[config.mk]
export PLATFORM = sky130hd
export DESIGN_NAME = instr_stream_loader_flat
export DESIGN_NICKNAME = d
export VERILOG_FILES = /design/src/rtl/instr_stream_loader_pkg.sv /design/src/rtl/instr_stream_loader_if.sv /design/src/rtl/instr_stream_loader_encode.sv /design/src/rtl/instr_stream_loader.sv /design/src/flat_wrapper.sv
export SDC_FILE = /design/constraint.sdc
export NUM_CORES = 1
export LEC_CHECK = 0
export CAP_MARGIN = 25
export CORE_UTILIZATION = 46
export CTS_BUF_LIST = sky130_fd_sc_hd__clkbuf_4 sky130_fd_sc_hd__clkbuf_8
export CTS_CLUSTER_DIAMETER = 120
export DETAILED_ROUTE_END_ITERATION = 10
export GPL_TIMING_DRIVEN = 0
export PLACE_DENSITY_LB_ADDON = 0.25
export SLEW_MARGIN = 15
export SYNTH_ARGS = -nofsm -noshare
export SYNTH_HDL_FRONTEND = slang
export SYNTH_SLANG_ARGS = --single-unit
[constraint.sdc]
create_clock -name clk -period 4 [get_ports clk]
set_input_delay 0.8 -clock clk [delete_from_list [all_inputs] [get_ports clk]]
set_output_delay 0.8 -clock clk [all_outputs]
set_load 0.01 [all_outputs]
[src/rtl/instr_stream_loader_pkg.sv]
// Shared types for the instruction stream loader: opcode values, format codes,
// field bundle layout and FSM state encoding.
package instr_stream_loader_pkg;

    localparam logic [5:0] OP_RTYPE = 6'd0;
    localparam logic [5:0] OP_J     = 6'd2;
    localparam logic [5:0] OP_JAL   = 6'd3;
    localparam logic [5:0] OP_BEQ   = 6'd4;
    localparam logic [5:0] OP_LUI   = 6'd15;
    localparam logic [5:0] OP_LB    = 6'd32;
    localparam logic [5:0] OP_LW    = 6'd35;
    localparam logic [5:0] OP_SB    = 6'd40;
    localparam logic [5:0] OP_SW    = 6'd43;

    localparam logic [1:0] FMT_R = 2'd0;
    localparam logic [1:0] FMT_I = 2'd1;
    localparam logic [1:0] FMT_J = 2'd2;

    typedef enum logic [1:0] {
        S_IDLE  = 2'd0,
        S_LOAD  = 2'd1,
        S_WRITE = 2'd2,
        S_DONE  = 2'd3
    } state_e;

    typedef struct packed {
        logic [1:0]  fmt;
        logic [5:0]  opcode;
        logic [4:0]  rs;
        logic [4:0]  rt;
        logic [4:0]  rd;
        logic [4:0]  shamt;
        logic [5:0]  funct;
        logic [15:0] imm;
        logic [25:0] target;
    } fields_t;

endpackage

[src/rtl/instr_stream_loader_if.sv]
// Valid/ready field-bundle stream feeding the loader; master is the producer.
interface instr_stream_loader_if;
    logic        in_valid;
    logic        in_ready;
    logic [1:0]  in_fmt;
    logic [5:0]  in_opcode;
    logic [4:0]  in_rs;
    logic [4:0]  in_rt;
    logic [4:0]  in_rd;
    logic [4:0]  in_shamt;
    logic [5:0]  in_funct;
    logic [15:0] in_imm;
    logic [25:0] in_target;
    logic        in_last;

    modport master (
        output in_valid, in_fmt, in_opcode, in_rs, in_rt, in_rd, in_shamt,
               in_funct, in_imm, in_target, in_last,
        input  in_ready
    );

    modport slave (
        input  in_valid, in_fmt, in_opcode, in_rs, in_rt, in_rd, in_shamt,
               in_funct, in_imm, in_target, in_last,
        output in_ready
    );
endinterface

[src/rtl/instr_stream_loader_encode.sv]
// Combinational packer: turns a field bundle into a 32-bit MIPS word and flags
// whether the format/opcode pair is one the control unit executes.
module instr_stream_loader_encode
    import instr_stream_loader_pkg::*;
(
    input  fields_t     fields,
    output logic [31:0] word,
    output logic        legal
);

    logic i_op_ok;

    assign i_op_ok = ((fields.opcode >= OP_BEQ) && (fields.opcode <= OP_LUI)) ||
                     (fields.opcode == OP_LB) || (fields.opcode == OP_LW) ||
                     (fields.opcode == OP_SB) || (fields.opcode == OP_SW);

    always_comb begin
        word  = 32'd0;
        legal = 1'b0;
        case (fields.fmt)
            FMT_R: begin
                word  = {OP_RTYPE, fields.rs, fields.rt, fields.rd, fields.shamt, fields.funct};
                legal = (fields.opcode == OP_RTYPE);
            end
            FMT_I: begin
                word  = {fields.opcode, fields.rs, fields.rt, fields.imm};
                legal = i_op_ok;
            end
            FMT_J: begin
                word  = {fields.opcode, fields.target};
                legal = (fields.opcode == OP_J) || (fields.opcode == OP_JAL);
            end
            default: begin
                word  = 32'd0;
                legal = 1'b0;
            end
        endcase
    end

endmodule

[src/rtl/instr_stream_loader.sv]
// Program loader: accepts field bundles, encodes them and writes legal words
// sequentially into instruction memory, one word per two cycles.
module instr_stream_loader
    import instr_stream_loader_pkg::*;
#(
    parameter int ADDR_W    = 8,
    parameter int BASE_ADDR = 0
) (
    input  logic                  clk,
    input  logic                  rst_n,
    input  logic                  start,
    instr_stream_loader_if.slave  s_in,
    output logic                  imem_we,
    output logic [ADDR_W-1:0]     imem_addr,
    output logic [31:0]           imem_wdata,
    output logic                  busy,
    output logic                  done,
    output logic                  err_illegal,
    output logic                  err_ovf,
    output logic [ADDR_W:0]       count
);

    localparam logic [ADDR_W:0]   DEPTH   = {1'b1, {ADDR_W{1'b0}}};
    localparam logic [ADDR_W-1:0] BASE    = ADDR_W'(BASE_ADDR);
    localparam logic [ADDR_W-1:0] ADDR_1  = {{(ADDR_W-1){1'b0}}, 1'b1};
    localparam logic [ADDR_W:0]   COUNT_1 = {{ADDR_W{1'b0}}, 1'b1};

    state_e            state_q, state_d;
    logic [ADDR_W-1:0] addr_q, addr_d;
    logic [ADDR_W:0]   count_q, count_d;
    logic [31:0]       word_q, word_d;
    logic              legal_q, legal_d;
    logic              last_q, last_d;
    logic              ill_q, ill_d;
    logic              ovf_q, ovf_d;

    fields_t     fields;
    logic [31:0] enc_word;
    logic        enc_legal;

    assign fields = '{fmt:    s_in.in_fmt,
                      opcode: s_in.in_opcode,
                      rs:     s_in.in_rs,
                      rt:     s_in.in_rt,
                      rd:     s_in.in_rd,
                      shamt:  s_in.in_shamt,
                      funct:  s_in.in_funct,
                      imm:    s_in.in_imm,
                      target: s_in.in_target};

    instr_stream_loader_encode u_encode (
        .fields (fields),
        .word   (enc_word),
        .legal  (enc_legal)
    );

    always_comb begin
        state_d        = state_q;
        addr_d         = addr_q;
        count_d        = count_q;
        word_d         = word_q;
        legal_d        = legal_q;
        last_d         = last_q;
        ill_d          = ill_q;
        ovf_d          = ovf_q;
        s_in.in_ready  = 1'b0;
        imem_we        = 1'b0;
        case (state_q)
            S_IDLE, S_DONE: begin
                if (start) begin
                    state_d = S_LOAD;
                    addr_d  = BASE;
                    count_d = '0;
                    ill_d   = 1'b0;
                    ovf_d   = 1'b0;
                end
            end
            S_LOAD: begin
                // Memory already full: refuse further bundles rather than overwrite.
                if (count_q == DEPTH) begin
                    ovf_d   = 1'b1;
                    state_d = S_DONE;
                end else begin
                    s_in.in_ready = 1'b1;
                    if (s_in.in_valid) begin
                        word_d  = enc_word;
                        legal_d = enc_legal;
                        last_d  = s_in.in_last;
                        state_d = S_WRITE;
                    end
                end
            end
            S_WRITE: begin
                if (legal_q) begin
                    imem_we = 1'b1;
                    addr_d  = addr_q + ADDR_1;
                    if (count_q != DEPTH) begin
                        count_d = count_q + COUNT_1;
                    end
                end else begin
                    ill_d = 1'b1;
                end
                state_d = last_q ? S_DONE : S_LOAD;
            end
            default: state_d = S_IDLE;
        endcase
    end

    always_ff @(posedge clk) begin
        if (!rst_n) begin
            state_q <= S_IDLE;
            addr_q  <= BASE;
            count_q <= '0;
            word_q  <= 32'd0;
            legal_q <= 1'b0;
            last_q  <= 1'b0;
            ill_q   <= 1'b0;
            ovf_q   <= 1'b0;
        end else begin
            state_q <= state_d;
            addr_q  <= addr_d;
            count_q <= count_d;
            word_q  <= word_d;
            legal_q <= legal_d;
            last_q  <= last_d;
            ill_q   <= ill_d;
            ovf_q   <= ovf_d;
        end
    end

    assign imem_addr   = addr_q;
    assign imem_wdata  = word_q;
    assign busy        = (state_q == S_LOAD) || (state_q == S_WRITE);
    assign done        = (state_q == S_DONE);
    assign err_illegal = ill_q;
    assign err_ovf     = ovf_q;
    assign count       = count_q;

endmodule

[src/flat_wrapper.sv]
// flat-port wrapper written by rule: the top's interface ports become plain ports
module instr_stream_loader_flat import instr_stream_loader_pkg::*;
#(
    parameter int ADDR_W    = 8,
    parameter int BASE_ADDR = 0
)
  (clk, rst_n, start, imem_we, imem_addr, imem_wdata, busy, done, err_illegal, err_ovf, count, s_in_in_valid, s_in_in_fmt, s_in_in_opcode, s_in_in_rs, s_in_in_rt, s_in_in_rd, s_in_in_shamt, s_in_in_funct, s_in_in_imm, s_in_in_target, s_in_in_last, s_in_in_ready);
  instr_stream_loader_if s_in_i ();
  input  logic clk;
  input  logic rst_n;
  input  logic start;
  output logic imem_we;
  output logic [ADDR_W-1:0] imem_addr;
  output logic [31:0] imem_wdata;
  output logic busy;
  output logic done;
  output logic err_illegal;
  output logic err_ovf;
  output logic [ADDR_W:0] count;
  input wire logic [$bits(s_in_i.in_valid)-1:0] s_in_in_valid;
  input wire logic [$bits(s_in_i.in_fmt)-1:0] s_in_in_fmt;
  input wire logic [$bits(s_in_i.in_opcode)-1:0] s_in_in_opcode;
  input wire logic [$bits(s_in_i.in_rs)-1:0] s_in_in_rs;
  input wire logic [$bits(s_in_i.in_rt)-1:0] s_in_in_rt;
  input wire logic [$bits(s_in_i.in_rd)-1:0] s_in_in_rd;
  input wire logic [$bits(s_in_i.in_shamt)-1:0] s_in_in_shamt;
  input wire logic [$bits(s_in_i.in_funct)-1:0] s_in_in_funct;
  input wire logic [$bits(s_in_i.in_imm)-1:0] s_in_in_imm;
  input wire logic [$bits(s_in_i.in_target)-1:0] s_in_in_target;
  input wire logic [$bits(s_in_i.in_last)-1:0] s_in_in_last;
  output wire logic [$bits(s_in_i.in_ready)-1:0] s_in_in_ready;
  assign s_in_i.in_valid = s_in_in_valid;
  assign s_in_i.in_fmt = s_in_in_fmt;
  assign s_in_i.in_opcode = s_in_in_opcode;
  assign s_in_i.in_rs = s_in_in_rs;
  assign s_in_i.in_rt = s_in_in_rt;
  assign s_in_i.in_rd = s_in_in_rd;
  assign s_in_i.in_shamt = s_in_in_shamt;
  assign s_in_i.in_funct = s_in_in_funct;
  assign s_in_i.in_imm = s_in_in_imm;
  assign s_in_i.in_target = s_in_in_target;
  assign s_in_i.in_last = s_in_in_last;
  assign s_in_in_ready = s_in_i.in_ready;
  instr_stream_loader #(.ADDR_W(ADDR_W), .BASE_ADDR(BASE_ADDR)) u_core (.clk(clk), .rst_n(rst_n), .start(start), .s_in(s_in_i), .imem_we(imem_we), .imem_addr(imem_addr), .imem_wdata(imem_wdata), .busy(busy), .done(done), .err_illegal(err_illegal), .err_ovf(err_ovf), .count(count));
endmodule
==> results.json, run 1 <==
{
  "status": "finished clean",
  "core_area_um2": 5960,
  "yosys.area_share.adder_pct": 2.64,
  "core.rowCount": 28,
  "hold_path.class": "reg -> reg",
  "synth_enable_flop_cells": 0,
  "end_kind": "output port",
  "seq_area_frac_synth_pct": 38.7,
  "crit_path_top_delay_cell": "sky130_fd_sc_hd__nor4bb_1",
  "floorplan.initialDensity_pct": 47.8,
  "synth.lib_cells_used.distinct": 37,
  "layout.area.seq_um2": 1100,
  "finalCritPeriodShare_pct": 79.6,
  "max_freq_ghz": 0.314,
  "met3_wirelength_um": 637,
  "layout-drive-gt1-share_pct": 2.33,
  "synth_top_family_by_area": "compound AO/OA/AOI/OAI gates",
  "antenna_found_initial": 0,
  "grt_pass1_vias": 2908,
  "dominantRegCellSynth": "sky130_fd_sc_hd__dfxtp_1",
  "gp_routability_congestion": 0.868,
  "muxShareOfSynthArea_pct": 6.33,
  "track_usage_pct": 27.0,
  "pin_count_of_the_biggest_net_entering_global_routing": 16,
  "critical_path.max_fanout": 6,
  "cts_num_sinks": 55,
  "finalHoldWorstSlack_ps": 487,
  "die-area_um2": 6500,
  "ctsLongestPathBuffers": 2,
  "synth-seq-cells": 55,
  "path_delay_family": "simple AND/OR/NAND/NOR gates",
  "powerDensity_nw_per_um2": 381,
  "synth.cell_area_um2": 2850,
  "timing_hold_violations_final": 0,
  "synth_top_area_share_pct": 38.7,
  "worst_ep_required_time_ps": 3200,
  "worstMarginPinSlew_ps": 632,
  "postCtsSetupBuffers": 0,
  "fillerInstances": 478,
  "syn2layout_area_growth_pct": 54.2,
  "highest_layer": "met4",
  "routed_length_on_met2_mm": 4.29,
  "fin_cells": 547,
  "rsz0062_at_grt": "false",
  "timing.final.max_slew_violations": 0,
  "worst_slew_margin_rel_pct": 57.5,
  "wire_length_of_the_first_global_routing_pass_mm": 13.7,
  "clockRootBuffer": "sky130_fd_sc_hd__clkbuf_8",
  "max-vdd-ir-drop_v": 0.000235,
  "yosysWarningCount": 0,
  "die_w_um": 80.6,
  "vias": 2989,
  "antenna_cells": 0,
  "worst-setup-path-type": "reg -> out",
  "floorplan.die.height_um": 80.6,
  "critPathBufInv": 2,
  "dp_hpwl_mm": 6.56,
  "cts_resized": 0,
  "async_flop_share_pct": 0,
  "pre_cts_slack_ps": 1070,
  "setup_violations": 0,
  "io_buffers": 134,
  "worst-endpoint-arrival_ps": 2390,
  "gr-total-overflow": 0,
  "synth_area_leaders": "sky130_fd_sc_hd__dfxtp_1 39%, sky130_fd_sc_hd__o211a_1 9.1%, sky130_fd_sc_hd__mux2i_1 6.3%, sky130_fd_sc_hd__nand2_1 4.7%, sky130_fd_sc_hd__o211ai_1 4.2%",
  "worst_clock_skew_ps": 9.45,
  "synth_compound_area_share_pct": 23.4,
  "worst_setup_hold_path_clk_slew_ps": 90,
  "finalWorstPathRequiredPeriod_ps": 3190,
  "timing.setup.tns_ps": 0,
  "clk-insertion-delay-late_ps": 310,
  "htreeDepth": 2,
  "cap_violations": 0,
  "cellLeakagePower_nw": 1.81,
  "ant_nets": 0,
  "vias_per_cell": 5.46,
  "ioPinCount": 136,
  "cts_tree": "done",
  "setup_slack_ps": 814,
  "dr.first_iter.drc_count": 106,
  "cts_inserted_buffers": 5,
  "detailedRoute.firstPassIterationCount": 5,
  "postRouteWirelength_mm": 8.40,
  "met1Wirelength_mm": 3.33,
  "synth_cells": 331,
  "yosys.area.top_type": "sky130_fd_sc_hd__dfxtp_1",
  "slowest_delay_ps": 550,
  "multiInputGateArea_um2": 1610,
  "hold_buffers": 0,
  "syn-num-nets": 418,
  "layout.nets": 559,
  "sort_of_element_at_the_start_of_the_critical_path": "flip-flop",
  "post-place-cells": 540,
  "detail_route.wl_per_cell_um": 15.4,
  "route.detailed.drc": 0,
  "post_synth.cell_area_avg_um2": 8.60,
  "synth-simple-area-share_pct": 20.2,
  "finalCoreUtilization_pct": 73.7,
  "path_cells": "inv_1 -> ha_1 -> nor4bb_1 -> nand2_1 -> and2_1 -> clkdlybuf4s50_1",
  "synth-xor-area-share_pct": 4.00
}
## registers in the layout, indices dropped and copies added, names as in the netlist
name                count
u_core.err_ovf          1
u_core.err_illegal      1
u_core.last_q           1
u_core.legal_q          1
u_core.imem_wdata      32
u_core.count            9
u_core.state_q          2
u_core.imem_addr        8
## cells in the mapped netlist, types with 2 or more instances
cell type and number:
sky130_fd_sc_hd__dfxtp_1 55, sky130_fd_sc_hd__nor3b_1 2, sky130_fd_sc_hd__nand2_1 36, sky130_fd_sc_hd__nor2_1 18, sky130_fd_sc_hd__nand3_1 13, sky130_fd_sc_hd__inv_1 9
sky130_fd_sc_hd__a21oi_1 18, sky130_fd_sc_hd__nor4_1 9, sky130_fd_sc_hd__nand4_1 5, sky130_fd_sc_hd__buf_2 2, sky130_fd_sc_hd__or4_1 2, sky130_fd_sc_hd__and2_1 3
sky130_fd_sc_hd__o31ai_1 2, sky130_fd_sc_hd__nand3b_1 2, sky130_fd_sc_hd__mux2i_1 18, sky130_fd_sc_hd__nor2b_1 15, sky130_fd_sc_hd__o211a_1 26, sky130_fd_sc_hd__a21boi_0 8
sky130_fd_sc_hd__clkbuf_1 21, sky130_fd_sc_hd__o21ai_0 14, sky130_fd_sc_hd__ha_1 6, sky130_fd_sc_hd__o211ai_1 16, sky130_fd_sc_hd__xnor2_1 12, sky130_fd_sc_hd__nor3_1 5
sky130_fd_sc_hd__a22oi_1 2
## cells in the final DEF, fill, tap and decap left out, types with 15 or more instances in the layout
cell                              netlist  routed
sky130_fd_sc_hd__nor2_1                18      18
sky130_fd_sc_hd__nand2_1               36      36
sky130_fd_sc_hd__clkdlybuf4s50_1        0     134
sky130_fd_sc_hd__mux2i_1               18      18
sky130_fd_sc_hd__clkbuf_1              21      21
sky130_fd_sc_hd__a21oi_1               18      18
sky130_fd_sc_hd__dfxtp_1               55      55
sky130_fd_sc_hd__o211a_1               26      26
sky130_fd_sc_hd__o211ai_1              16      16
sky130_fd_sc_hd__nor2b_1               15      15
## per-layer routing
metal  vias to the layer above  global-route usage, %
li1                       1470                      -
met1                      1379                   29.9
met2                       126                   49.2
met3                        14                   8.18
met4                         0                   7.50
met5                         -                      0
## worst paths after layout
kind                                           start                                  to  slack, ps  cells after the start
hold reg to reg   u_core.imem_wdata[28]$_SDFFE_PN0P_  u_core.imem_wdata[28]$_SDFFE_PN0P_        490                      2
hold / removal    u_core.imem_wdata[28]$_SDFFE_PN0P_  u_core.imem_wdata[28]$_SDFFE_PN0P_        490                      2
setup / recovery        u_core.count[0]$_SDFFE_PN0P_                       s_in_in_ready        810                      6
setup reg to reg      u_core.state_q[1]$_SDFFE_PN0P_   u_core.imem_wdata[0]$_SDFFE_PN0P_       1590                      7
## cell type report
cell class / count / area share, %
clock inverter: 1 / 0.685
sequential: 55 / 25.1
clock buffer: 6 / 1.74
tap: 75 / 2.14
multi-input combinational: 242 / 36.7
timing repair buffer: 134 / 30.6
inverter: 9 / 0.770
buffer: 25 / 2.28
## stage by stage
stage | instance area, um^2 | power [W]
after global placement | 4280 | 0.00129
final | 4390 | 0.00167
after CTS | 4390 | 0.00167
after detailed placement | 4280 | 0.00131
after global routing | 4390 | 0.00176
after floorplan | 2850 | 0.000992
## power by group
| part | internal, W | switching [W] | leakage (nW) |
|---|---|---|---|
| Clock | 0.000191 | 0.000176 | 0.0547 |
| Combinational | 0.000317 | 0.000321 | 1.31 |
| Sequential | 0.000621 | 0.0000454 | 0.447 |
| Total | 0.00113 | 0.000542 | 1.81 |
## worst min-delay path, cell delays in order (launching register included)
cell,delay [ps]
sky130_fd_sc_hd__dfxtp_1,320
sky130_fd_sc_hd__o21ai_0,60
sky130_fd_sc_hd__a21boi_0,70
## cell families after synthesis
| kind of cell | count (synthesis) |
|---|---|
| and+or+nand+nor | 115 |
| AOI/OAI and AO/OA | 90 |
| DFF | 55 |
| buffers and inverters | 34 |
| muxes | 18 |
| xor gates and xnor gates | 13 |
| adders and majority gates | 6 |
No activity file was read; power rests on OpenSTA's default activity.
==> run 2: changes to the inputs <==
CORE_UTILIZATION = 42   (was 46)
clock period = 3.3 ns   (was 4 ns; I/O delays follow)
==> results.json, run 2 (same netlist as run 1, synthesis figures left out) <==
{
  "most-common-layout-cells": "134 x sky130_fd_sc_hd__clkdlybuf4s50_1, 55 x sky130_fd_sc_hd__dfxtp_1, 36 x sky130_fd_sc_hd__nand2_1",
  "start_point_of_the_critical_path": "u_core.count[0]$_SDFFE_PN0P_",
  "ctsLongestPathBuffers": 2,
  "postRouteWirelength_mm": 8.22,
  "htreeDepth": 2,
  "grt_pass1_vias": 2992,
  "sort_of_element_at_the_start_of_the_critical_path": "flip-flop",
  "worst-setup-path-type": "reg -> out",
  "power.switching_w": 0.000654,
  "rsz0062_at_grt": "false",
  "vias_per_cell": 5.45,
  "timing.setup.tns_ps": 0,
  "floorplan.initialDensity_pct": 44.1,
  "ioPinCount": 136,
  "route.detailed.drc": 4,
  "fillerInstances": 555,
  "die-area_um2": 7110,
  "failed_checks": "DRC",
  "dp_hpwl_mm": 6.48,
  "pin_count_of_the_biggest_net_entering_global_routing": 16,
  "worst_ep_required_time_ps": 2640,
  "powerDensity_nw_per_um2": 453,
  "layout.nets": 559,
  "power.share.clock_pct": 20.7,
  "gp_routability_congestion": 0.834,
  "ant_nets": 0,
  "worst_clock_skew_ps": 4.13,
  "wire_length_of_the_first_global_routing_pass_mm": 13.8,
  "cts_tree": "done",
  "vias": 2999,
  "pwr-share-comb_pct": 38.6,
  "core_area_um2": 6460,
  "layout-drive-gt1-share_pct": 2.75,
  "detail_route.wl_per_cell_um": 14.9,
  "worst-endpoint-arrival_ps": 2270,
  "end_kind": "output port",
  "setup_violations": 0,
  "worstHoldStart": "u_core.err_ovf$_SDFFE_PN0P_",
  "cellLeakagePower_nw": 1.81,
  "rr_startpoint": "u_core.state_q[0]$_SDFFE_PN0P_",
  "detailed_place.area_um2": 4280,
  "timing.final.max_slew_violations": 0,
  "largest_register_ff_count": 32,
  "hold_path.class": "reg -> reg",
  "track_usage_pct": 23.8,
  "hold-path-endpoint": "u_core.err_ovf$_SDFFE_PN0P_",
  "fin_area_um2": 4390,
  "max_freq_ghz": 0.341,
  "critical_path.max_fanout": 6,
  "clockRootBuffer": "sky130_fd_sc_hd__clkbuf_8",
  "core.rowCount": 29,
  "holdPathStages": 2,
  "worst_r2r_path_depth": 8,
  "antenna_cells": 0,
  "switching_share_pct": 32.8,
  "io_buffers": 134,
  "cts_inserted_buffers": 5,
  "finalWorstPathRequiredPeriod_ps": 2930,
  "layout.area.seq_um2": 1100,
  "die_w_um": 84.3,
  "mostFrequentLayoutCell": "sky130_fd_sc_hd__clkdlybuf4s50_1",
  "critical_path.reg2reg.endpoint": "u_core.count[3]$_SDFFE_PN0P_",
  "timing_hold_violations_final": 0,
  "clk-insertion-delay-late_ps": 300,
  "gr-total-overflow": 0,
  "worstMarginPinSlew_ps": 660,
  "cap_violations": 0,
  "status": "finished with violations",
  "floorplan.die.height_um": 84.3,
  "ff2ff_setup_slack_ps": 940,
  "worst_setup_hold_path_clk_slew_ps": 90,
  "syn2layout_area_growth_pct": 54.4,
  "intPower_w": 0.00134,
  "detailedRoute.firstPassIterationCount": 9,
  "worst_slew_margin_rel_pct": 55.5,
  "sequentialPowerShare_pct": 40.6,
  "antenna_found_initial": 0,
  "dr.first_iter.drc_count": 130,
  "max-vdd-ir-drop_v": 0.000240,
  "multiInputGateArea_um2": 1620,
  "finalCritPeriodShare_pct": 88.9,
  "cts_num_sinks": 55,
  "postCtsSetupBuffers": 0
}
[run 2: cell count changes in the layout (fill, tap and decap cells not counted)]
cell	change
sky130_fd_sc_hd__clkbuf_8	+2
sky130_fd_sc_hd__bufinv_16	-1
sky130_fd_sc_hd__nor4bb_2	+1
sky130_fd_sc_hd__nor4bb_1	-1
[run 2: worst max-delay path by stage]
stage	endpoint	slack [ps]	cells past startpoint
2_1_floorplan	u_core.count[8]$_SDFFE_PN0P_	1260	6
3_3_place_gp	u_core.imem_wdata[1]$_SDFFE_PN0P_	550	6
3_5_place_dp	u_core.imem_wdata[13]$_SDFFE_PN0P_	520	6
4_1_cts	s_in_in_ready	250	6
5_1_grt	s_in_in_ready	120	6
6_report	s_in_in_ready	370	6
[run 2: per-layer routing]
metal	wire length, um	global-route usage [%]	part of all wire (%)	up-vias
met5	0	0	0	-
met4	112	6.58	1.4	0
met3	673	6.00	8.2	9
met2	4050	43.3	49	114
met1	3380	27.6	41	1405
li1	-	-	-	1471
[run 2: worst max-delay path, cell delays in order (launching register included)]
cell and delay (ps):
sky130_fd_sc_hd__dfxtp_1 380, sky130_fd_sc_hd__inv_1 110, sky130_fd_sc_hd__ha_1 150, sky130_fd_sc_hd__nor4bb_2 460, sky130_fd_sc_hd__nand2_1 200, sky130_fd_sc_hd__and2_1 210, sky130_fd_sc_hd__clkdlybuf4s50_1 470
[run 2: final cells by class]
| type | instances | area share (%) |
|---|---|---|
| sequential | 55 | 25.1 |
| buffer | 25 | 2.28 |
| tap | 77 | 2.19 |
| multi-input combinational | 242 | 36.8 |
| timing repair buffer | 134 | 30.5 |
| inverter | 9 | 0.769 |
| clock buffer | 8 | 2.36 |
[run 2: repair_timing]
item,CTS,global route
resized for setup,0,1
hold buffers,0,0
endpoints found under the setup margin,0,1
[run 2: through the flow]
| step | setup slack, ps | hold slack, ps | cells | power, W | utilization [%] |
|---|---|---|---|---|---|
| 2_1_floorplan | 1260 | 483 | 331 | 0.00120 | - |
| 3_3_place_gp | 549 | 469 | 542 | 0.00157 | 66.3 |
| 3_5_place_dp | 520 | 480 | 542 | 0.00159 | 66.3 |
| 4_1_cts | 254 | 492 | 550 | 0.00199 | 67.9 |
| 5_1_grt | 123 | 528 | 550 | 0.00210 | 68.0 |
| 6_report | 367 | 487 | 550 | 0.00199 | 68.0 |
[run 2: power by group through the flow]
stage	sequential [W]	clock, W	combinational (W)
floorplan	0.000850	0	0.000353
global route	0.000818	0.000443	0.000836
detailed placement	0.000822	0	0.000766
global placement	0.000818	0	0.000753
CTS	0.000808	0.000415	0.000770
finish	0.000809	0.000412	0.000769
==> run 3: changes to the inputs <==
CORE_ASPECT_RATIO = 0.75   (was unset)
==> results.json, run 3 (same netlist as run 1, synthesis figures left out) <==
{
  "status": "finished clean",
  "layout.nets": 559,
  "most-common-layout-cells": "134 x sky130_fd_sc_hd__clkdlybuf4s50_1, 55 x sky130_fd_sc_hd__dfxtp_1, 36 x sky130_fd_sc_hd__nand2_1",
  "switching_share_pct": 33.3,
  "clk-insertion-delay-late_ps": 310,
  "core_area_um2": 6410,
  "pwr-share-comb_pct": 38.8,
  "hold_path.class": "reg -> reg",
  "vias": 3032,
  "gr-total-overflow": 0,
  "antenna_cells": 0,
  "detail_route.wl_per_cell_um": 15.4,
  "detailedRoute.firstPassIterationCount": 5,
  "largest_register_ff_count": 32,
  "cts_inserted_buffers": 5,
  "floorplan.initialDensity_pct": 44.4,
  "clockRootBuffer": "sky130_fd_sc_hd__clkbuf_8",
  "finalCritPeriodShare_pct": 89.7,
  "timing.setup.tns_ps": 0,
  "antenna_found_initial": 0,
  "intPower_w": 0.00134,
  "rsz0062_at_grt": "false",
  "setup_violations": 0,
  "detailed_place.area_um2": 4290,
  "ant_nets": 0,
  "core.rowCount": 25,
  "postCtsSetupBuffers": 0,
  "pin_count_of_the_biggest_net_entering_global_routing": 16,
  "worst_setup_hold_path_clk_slew_ps": 100,
  "max-vdd-ir-drop_v": 0.000240,
  "dp_hpwl_mm": 6.65,
  "layout-drive-gt1-share_pct": 2.54,
  "gp_routability_congestion": 0.863,
  "worstMarginPinSlew_ps": 662,
  "die-area_um2": 7110,
  "ctsLongestPathBuffers": 2,
  "cellLeakagePower_nw": 1.81,
  "syn2layout_area_growth_pct": 54.4,
  "mostFrequentLayoutCell": "sky130_fd_sc_hd__clkdlybuf4s50_1",
  "dr.first_iter.drc_count": 184,
  "vias_per_cell": 5.47,
  "timing_hold_violations_final": 0,
  "finalWorstPathRequiredPeriod_ps": 2960,
  "critical_path.max_fanout": 6,
  "power.switching_w": 0.000666,
  "ioPinCount": 136,
  "floorplan.die.height_um": 73.3,
  "hold_buffers": 0,
  "powerDensity_nw_per_um2": 456,
  "cts_tree": "done",
  "io_buffers": 134,
  "power.share.clock_pct": 20.8,
  "worst_clock_skew_ps": 8.88,
  "end_kind": "output port",
  "htreeDepth": 2,
  "track_usage_pct": 23.6,
  "route.detailed.drc": 0,
  "grt_pass1_vias": 2833,
  "worst_slew_margin_rel_pct": 55.9,
  "cap_violations": 0,
  "max_freq_ghz": 0.338,
  "setup_slack_ps": 339,
  "worst-setup-path-type": "reg -> out",
  "worst_ep_required_time_ps": 2640,
  "die_w_um": 97.0,
  "postRouteWirelength_mm": 8.56,
  "pre_cts_slack_ps": 501,
  "cts_num_sinks": 55,
  "timing.final.max_slew_violations": 0,
  "sort_of_element_at_the_start_of_the_critical_path": "flip-flop",
  "finalCoreUtilization_pct": 68.5,
  "cts_resized": 0,
  "sequentialPowerShare_pct": 40.4,
  "wire_length_of_the_first_global_routing_pass_mm": 13.6,
  "fin_area_um2": 4390,
  "worst-endpoint-arrival_ps": 2300,
  "finalHoldWorstSlack_ps": 492
}
[run 3: worst paths after layout]
| kind | from | end | slack [ps] | cells after the start |
|---|---|---|---|---|
| hold reg to reg | u_core.imem_wdata[28]$_SDFFE_PN0P_ | u_core.imem_wdata[28]$_SDFFE_PN0P_ | 490 | 2 |
| setup reg to reg | u_core.state_q[0]$_SDFFE_PN0P_ | u_core.count[3]$_SDFFE_PN0P_ | 910 | 8 |
| hold / removal | u_core.imem_wdata[28]$_SDFFE_PN0P_ | u_core.imem_wdata[28]$_SDFFE_PN0P_ | 490 | 2 |
| setup / recovery | u_core.count[0]$_SDFFE_PN0P_ | s_in_in_ready | 340 | 6 |
[run 3: layout make-up]
type	count	area, um^2
buffer	25	100
clock buffer	8	104
fill	510	2020
inverter	9	33.8
multi-input combinational	242	1610
sequential	55	1100
tap	81	101
timing repair buffer	134	1340
[run 3: power groups by stage]
stage	logic (W)	registers [W]	clock network (W)
6_report	0.000777	0.000809	0.000418
3_5_place_dp	0.000771	0.000823	0
4_1_cts	0.000775	0.000808	0.000422
5_1_grt	0.000840	0.000820	0.000442
3_3_place_gp	0.000751	0.000818	0
2_1_floorplan	0.000353	0.000850	0
[run 3: metrics by stage]
step                      cells  total power, W
after floorplan             331         0.00120
after global placement      546         0.00157
after detailed placement    546         0.00159
after CTS                   554         0.00201
after global routing        554         0.00210
final                       554         0.00200
[run 3: metal layers]
layer / GRT usage, % / up-vias / share of wire (%)
li1: - / 1471 / -
met1: 29.5 / 1425 / 44
met2: 41.5 / 126 / 47
met3: 6.18 / 10 / 8.0
met4: 4.81 / 0 / 0.86
met5: 0 / - / 0
[run 3: worst max-delay path, stage by stage, from the launching register on]
cell                              delay [ps]
sky130_fd_sc_hd__dfxtp_1                 370
sky130_fd_sc_hd__inv_1                   100
sky130_fd_sc_hd__ha_1                    160
sky130_fd_sc_hd__nor4bb_1                490
sky130_fd_sc_hd__nand2_1                 200
sky130_fd_sc_hd__and2_1                  220
sky130_fd_sc_hd__clkdlybuf4s50_1         470
